### config.mk
export PLATFORM = sky130hd
export DESIGN_NAME = mc_ctrl
export DESIGN_NICKNAME = d
export VERILOG_FILES = /design/src/rtl/mc_ctrl.sv
export SDC_FILE = /design/constraint.sdc
export NUM_CORES = 1
export LEC_CHECK = 0
export ABC_AREA = 0
export BUFFER_PORTS_ARGS = -buffer_cell sky130_fd_sc_hd__buf_2
export CELL_PAD_IN_SITES_DETAIL_PLACEMENT = 1
export CELL_PAD_IN_SITES_GLOBAL_PLACEMENT = 2
export CORE_ASPECT_RATIO = 0.6
export CORE_UTILIZATION = 30
export DETAILED_ROUTE_END_ITERATION = 6
export PLACE_DENSITY_LB_ADDON = 0.1
export REMOVE_ABC_BUFFERS = 1
export SLEW_MARGIN = 20
export SYNTH_ARGS = -nofsm -noshare
export SYNTH_HDL_FRONTEND = slang
export SYNTH_SLANG_ARGS = --single-unit
### constraint.sdc
create_clock -name clk -period 8.6 [get_ports clk]
set_clock_uncertainty 0.2 [all_clocks]
set_input_delay 0.43 -clock clk [delete_from_list [all_inputs] [get_ports clk]]
set_output_delay 0.43 -clock clk [all_outputs]
set_load 0.03 [all_outputs]
### src/rtl/mc_ctrl.sv
// Multi-cycle control sequencer for the Enka LEGv8 datapath: latches each fetched
// instruction and steps the shared units through per-instruction phases.
module mc_ctrl (
    input  logic        clk,
    input  logic        rst,
    input  logic [31:0] inst,
    input  logic        i_ready,
    input  logic        alu_zero,
    input  logic        flag_n,
    input  logic        flag_v,
    input  logic        d_ack,
    input  logic        mul_done,
    output logic        i_req,
    output logic [31:0] ir,
    output logic        reg2loc,
    output logic        alu_src,
    output logic        imm_sel,
    output logic [2:0]  alu_op,
    output logic [1:0]  mem_to_reg,
    output logic        reg_write,
    output logic        mem_write,
    output logic        flag_we,
    output logic        pc_we,
    output logic        br_taken,
    output logic        uncond_br,
    output logic        d_req,
    output logic        mul_start,
    output logic        illegal,
    output logic [31:0] retired
);

    typedef enum logic [2:0] {
        S_FETCH    = 3'd0,
        S_DECODE   = 3'd1,
        S_EXEC     = 3'd2,
        S_MUL_WAIT = 3'd3,
        S_MEM      = 3'd4,
        S_WB       = 3'd5,
        S_TRAP     = 3'd6
    } state_t;

    typedef enum logic [3:0] {
        OP_ADDI, OP_ADDS, OP_SUBS, OP_LDUR, OP_STUR, OP_LSL,
        OP_LSR, OP_MUL, OP_B, OP_BLT, OP_CBZ, OP_ILL
    } op_t;

    localparam logic [2:0] ALU_PASS_B = 3'b000;
    localparam logic [2:0] ALU_ADD    = 3'b010;
    localparam logic [2:0] ALU_SUB    = 3'b011;

    state_t      state_q, state_d;
    logic [31:0] ir_q, ir_d;
    logic        illegal_q, illegal_d;
    logic [31:0] retired_q, retired_d;
    op_t         op;

    always_ff @(posedge clk) begin
        // NOTE: state registers use non-blocking assignments so every flop samples pre-edge values.
        if (rst) begin
            state_q   <= S_FETCH;
            ir_q      <= '0;
            illegal_q <= 1'b0;
            retired_q <= '0;
        end else begin
            state_q   <= state_d;
            ir_q      <= ir_d;
            illegal_q <= illegal_d;
            retired_q <= retired_d;
        end
    end

    always_comb begin
        op = OP_ILL;
        if (ir_q[31:22] == 10'b1001000100)                          op = OP_ADDI;
        else if (ir_q[31:21] == 11'b10101011000)                    op = OP_ADDS;
        else if (ir_q[31:21] == 11'b11101011000)                    op = OP_SUBS;
        else if (ir_q[31:21] == 11'b11111000010)                    op = OP_LDUR;
        else if (ir_q[31:21] == 11'b11111000000)                    op = OP_STUR;
        else if (ir_q[31:21] == 11'b11010011011)                    op = OP_LSL;
        else if (ir_q[31:21] == 11'b11010011010)                    op = OP_LSR;
        else if (ir_q[31:21] == 11'b10011011000)                    op = OP_MUL;
        else if (ir_q[31:26] == 6'b000101)                          op = OP_B;
        else if (ir_q[31:24] == 8'b01010100 && ir_q[4:0] == 5'b01011) op = OP_BLT;
        else if (ir_q[31:24] == 8'b10110100)                        op = OP_CBZ;
    end

    always_comb begin
        // NOTE: every output and next-state value gets a default first so no latch is inferred.
        state_d    = state_q;
        ir_d       = ir_q;
        illegal_d  = illegal_q;
        i_req      = 1'b0;
        reg2loc    = 1'b0;
        alu_src    = 1'b0;
        imm_sel    = 1'b0;
        alu_op     = ALU_PASS_B;
        mem_to_reg = 2'd0;
        reg_write  = 1'b0;
        mem_write  = 1'b0;
        flag_we    = 1'b0;
        pc_we      = 1'b0;
        br_taken   = 1'b0;
        uncond_br  = 1'b0;
        d_req      = 1'b0;
        mul_start  = 1'b0;

        if (!rst) begin
            // Datapath selects are a pure function of the instruction and held
            // steady from DECODE to retirement so register reads can settle.
            if (state_q != S_FETCH && state_q != S_TRAP) begin
                case (op)
                    OP_ADDI: begin alu_src = 1'b1; alu_op = ALU_ADD; end
                    OP_ADDS: alu_op = ALU_ADD;
                    OP_SUBS: alu_op = ALU_SUB;
                    OP_LSL, OP_LSR: mem_to_reg = 2'd3;
                    OP_MUL:  mem_to_reg = 2'd2;
                    OP_LDUR: begin
                        alu_src    = 1'b1;
                        imm_sel    = 1'b1;
                        alu_op     = ALU_ADD;
                        mem_to_reg = 2'd1;
                    end
                    OP_STUR: begin
                        alu_src = 1'b1;
                        imm_sel = 1'b1;
                        alu_op  = ALU_ADD;
                        reg2loc = 1'b1;
                    end
                    OP_CBZ:  reg2loc = 1'b1;
                    default: ;
                endcase
            end

            case (state_q)
                S_FETCH: begin
                    i_req = 1'b1;
                    if (i_ready) begin
                        ir_d    = inst;
                        state_d = S_DECODE;
                    end
                end
                S_DECODE: begin
                    if (op == OP_ILL) begin
                        illegal_d = 1'b1;
                        state_d   = S_TRAP;
                    end else begin
                        state_d = S_EXEC;
                    end
                end
                S_EXEC: begin
                    state_d = S_FETCH;
                    case (op)
                        OP_ADDI, OP_LSL, OP_LSR: begin
                            reg_write = 1'b1;
                            pc_we     = 1'b1;
                        end
                        OP_ADDS, OP_SUBS: begin
                            reg_write = 1'b1;
                            flag_we   = 1'b1;
                            pc_we     = 1'b1;
                        end
                        OP_B: begin
                            uncond_br = 1'b1;
                            br_taken  = 1'b1;
                            pc_we     = 1'b1;
                        end
                        OP_BLT: begin
                            br_taken = flag_n ^ flag_v;
                            pc_we    = 1'b1;
                        end
                        OP_CBZ: begin
                            br_taken = alu_zero;
                            pc_we    = 1'b1;
                        end
                        OP_MUL: begin
                            mul_start = 1'b1;
                            state_d   = S_MUL_WAIT;
                        end
                        OP_LDUR, OP_STUR: state_d = S_MEM;
                        default: state_d = S_TRAP;
                    endcase
                end
                S_MUL_WAIT: begin
                    if (mul_done) begin
                        reg_write = 1'b1;
                        pc_we     = 1'b1;
                        state_d   = S_FETCH;
                    end
                end
                S_MEM: begin
                    d_req     = 1'b1;
                    mem_write = (op == OP_STUR);
                    if (d_ack) begin
                        if (op == OP_STUR) begin
                            pc_we   = 1'b1;
                            state_d = S_FETCH;
                        end else begin
                            state_d = S_WB;
                        end
                    end
                end
                S_WB: begin
                    reg_write = 1'b1;
                    pc_we     = 1'b1;
                    state_d   = S_FETCH;
                end
                S_TRAP: ;
                default: state_d = S_FETCH;
            endcase
        end

        retired_d = retired_q + {31'd0, pc_we};
    end

    assign ir      = rst ? 32'd0 : ir_q;
    assign illegal = illegal_q & ~rst;
    assign retired = rst ? 32'd0 : retired_q;

endmodule

==> flow_summary.ini <==
[run_status]
status = completed

[clock_network]
htreeDepth = 3
holdBufCountCts = 0
clk_latency_ns = 0.33
cts_setup_buffers = 0
root_buffer = clkbuf_16
clock-sinks = 68
cts_buffers = 9
path_clk_slew_ns = 0.06
cts_tree = yes
ctsResizeCount = 0
clock_path_buffers = 2

[place]
portBuffers = 120
hpwlAfterDp_um = 8350
gp_congestion = 0.889

[critical_path]
cpMaxStageDelayCell = nor4_2
critPathKind = flip-flop to flip-flop
rr_endpoint = retired_q[31]
endpoint_kind = flip-flop
critPathRequiredTime_ns = 8.61
start_kind = flip-flop
reg2reg_slack_ns = 4.61
crit_path_max_fanout = 9
rr_startpoint = ir_q[25]
cp_cell_sequence = nor4b_1, nand4b_1, a21oi_1, nor3_1, or3_1, a21oi_1, ha_1, and3_1, nand4_1, nor4_2, nand3_1, mux2_1
worst_path_most_repeated_cell = a21oi_1
reg2reg_depth = 12
cp.arrival_ns = 4.01
slowest_delay_ns = 0.44

[die]
start_util_pct = 31.6
ioPinCount = 122
core_area_um2 = 11600
fp.dieArea_um2 = 12700
die_w_um = 145
rows = 30
dieHeight_um = 87.7

[power_and_ir_drop]
pwr-share-seq_pct = 37.9
power_frac_comb_pct = 25.3
p_int_uw = 713
swShare_pct = 34.2
clkPwrFrac_pct = 36.8
power.switching_uw = 371
p_leak_uw = 0.00203
vdd_ir_drop_max_mv = 0.101
power_density_nw_per_um2 = 230

[logic_synthesis]
ys_types = 50
synth.yosys.seq_area_share_pct = 37.1
synth_ff_type = dfxtp_1
async_flop_share_pct = 0
syn_inst = 481
synth-edff-count = 0
syn_area_um2 = 3670
yosysWarningCount = 0
syn-mean-instance-area_um2 = 7.63
synth_seq_cells = 68

[finish]
finalNetCount = 630
layout_common_cells = buf_2, nand2_1, dfxtp_1
drive_above_1_share_pct = 24.8
mostFrequentLayoutCell = buf_2
final_core_util_pct = 40.6
syn2layout_area_growth_pct = 28.5

[drt]
remaining_drc_errors = 0
via_per_inst = 4.85
final_antenna_net_count = 0
vias = 3654
drtIter0Drc = 162
routedWlPerCell_um = 15.1
routed_wl_um = 11400
dr.pass1.iters = 4

[global_routing]
grt_pass1_wl_um = 18200
grt_usage_pct = 18.7
grt_pass1_vias = 3520
grt_max_degree = 80
antenna_found_initial = 2
grt_overflow_total = 0

[sta]
rsz0062_at_grt = false
fin_crit_sh_pct = 46.4
tns_ns = 0
fmax_mhz = 250
setup_viol = 0
slew_headroom_pct = 49.7
maxSlewViolCount = 0
hold_viol_final = 0
fin_crit_ns = 3.99
worstMarginPinSlew_ns = 0.748

[hold_path]
whs_endpoint = ir_q[31]
worstHoldPathCells = 3
min_path_type = primary input to flip-flop
hp-start = inst[31]

[run]
maxCapViolations = 0
==> critical path, delay by kind of cell, from the launching register on <==
kind | cells | cell delay, ns
AO/OA/AOI/OAI | 2 | 0.54
flip-flops | 1 | 0.42
AND/OR/NAND/NOR | 8 | 2.19
multiplexers | 1 | 0.33
adder cells (fa/ha/maj) | 1 | 0.20
==> routing by layer <==
layer | share of wire [%] | vias up | track usage, %
met1 | 55 | 1719 | 27.9
met2 | 38 | 92 | 25.7
li1 | - | 1835 | -
met3 | 5.5 | 8 | 5.41
met5 | 0 | - | 0
met4 | 1.0 | 0 | 4.98
==> metrics by stage <==
step / hold slack (ns) / worst slack (ns) / total power (µW) / area [µm²] / std cells
after floorplan: 0.226 / 4.84 / 588 / 3560 / 454
after global placement: 0.238 / 4.80 / 688 / 4400 / 737
after detailed placement: 0.246 / 4.67 / 695 / 4400 / 737
after global routing: 0.136 / 4.23 / 1150 / 4710 / 752
after CTS: 0.129 / 4.66 / 1100 / 4710 / 752
final: 0.135 / 4.61 / 1080 / 4710 / 753
==> final cells by class <==
type	instances	area (µm²)
repair buffers	123	626
diodes	1	2.50
multi-input cells	382	2190
clock inverters	4	73.8
inverters	4	15.0
fillers	1449	6880
flip-flops and latches	68	1360
well taps	160	200
clock buffers	11	243
==> synth_stat cells, types with 2 or more instances <==
library cell | n | area share, %
clkbuf_1 | 21 | 2.1
or3_1 | 4 | 0.68
nor4_1 | 6 | 1.0
dfxtp_1 | 68 | 37
xnor2_1 | 10 | 2.4
nand3b_1 | 3 | 0.61
nand4_1 | 9 | 1.5
nor3_1 | 5 | 0.68
nor4b_2 | 2 | 0.82
nand2_1 | 89 | 9.1
a31oi_1 | 2 | 0.34
o22a_1 | 2 | 0.48
buf_1 | 5 | 0.51
a21o_1 | 2 | 0.41
inv_1 | 4 | 0.41
o21ai_1 | 4 | 0.55
and3_1 | 11 | 1.9
nor4bb_1 | 2 | 0.55
nor2_1 | 45 | 4.6
a21oi_1 | 44 | 6.0
nand4b_1 | 2 | 0.48
nor4b_1 | 3 | 0.72
and4_1 | 5 | 1.2
and2_1 | 3 | 0.51
xor2_1 | 19 | 4.5
nor2b_1 | 65 | 11
nand3_1 | 19 | 2.6
o21bai_1 | 2 | 0.41
ha_1 | 2 | 0.68
nand2b_1 | 3 | 0.51
==> logic make-up after synthesis <==
family,Yosys count,share of synthesized area [%]
AO/OA/AOI/OAI,63,9.75
XOR/XNOR,29,6.92
adder cells (fa/ha/maj),2,0.682
buffers and inverters,31,3.27
flip-flops,68,37.1
multiplexers,3,0.887
other,1,0.102
AND/OR/NAND/NOR,284,41.3
==> power by group through the flow <==
stage | combinational (µW) | clock (µW) | sequential [µW]
3_5_place_dp | 279 | 0 | 416
6_report | 274 | 399 | 411
2_1_floorplan | 191 | 0 | 398
5_1_grt | 305 | 423 | 419
3_3_place_gp | 275 | 0 | 414
4_1_cts | 280 | 410 | 410
==> registers in the layout (all words and copies together), names as in the netlist <==
register and count:
retired_q 32, illegal_q 1, state_q 3, ir_q 32
==> worst max path at each step <==
stage / from / endpoint / slack [ns] / depth (start not counted)
final: ir_q[25] / retired_q[31] / 4.61 / 12
after global routing: ir_q[28] / retired_q[25] / 4.23 / 13
after CTS: ir_q[24] / retired_q[31] / 4.66 / 12
after detailed placement: ir_q[24] / retired_q[31] / 4.67 / 12
after global placement: ir_q[25] / retired_q[31] / 4.80 / 12
after floorplan: ir_q[21] / retired_q[31] / 4.84 / 12
Power figures use the tool's default switching activity.
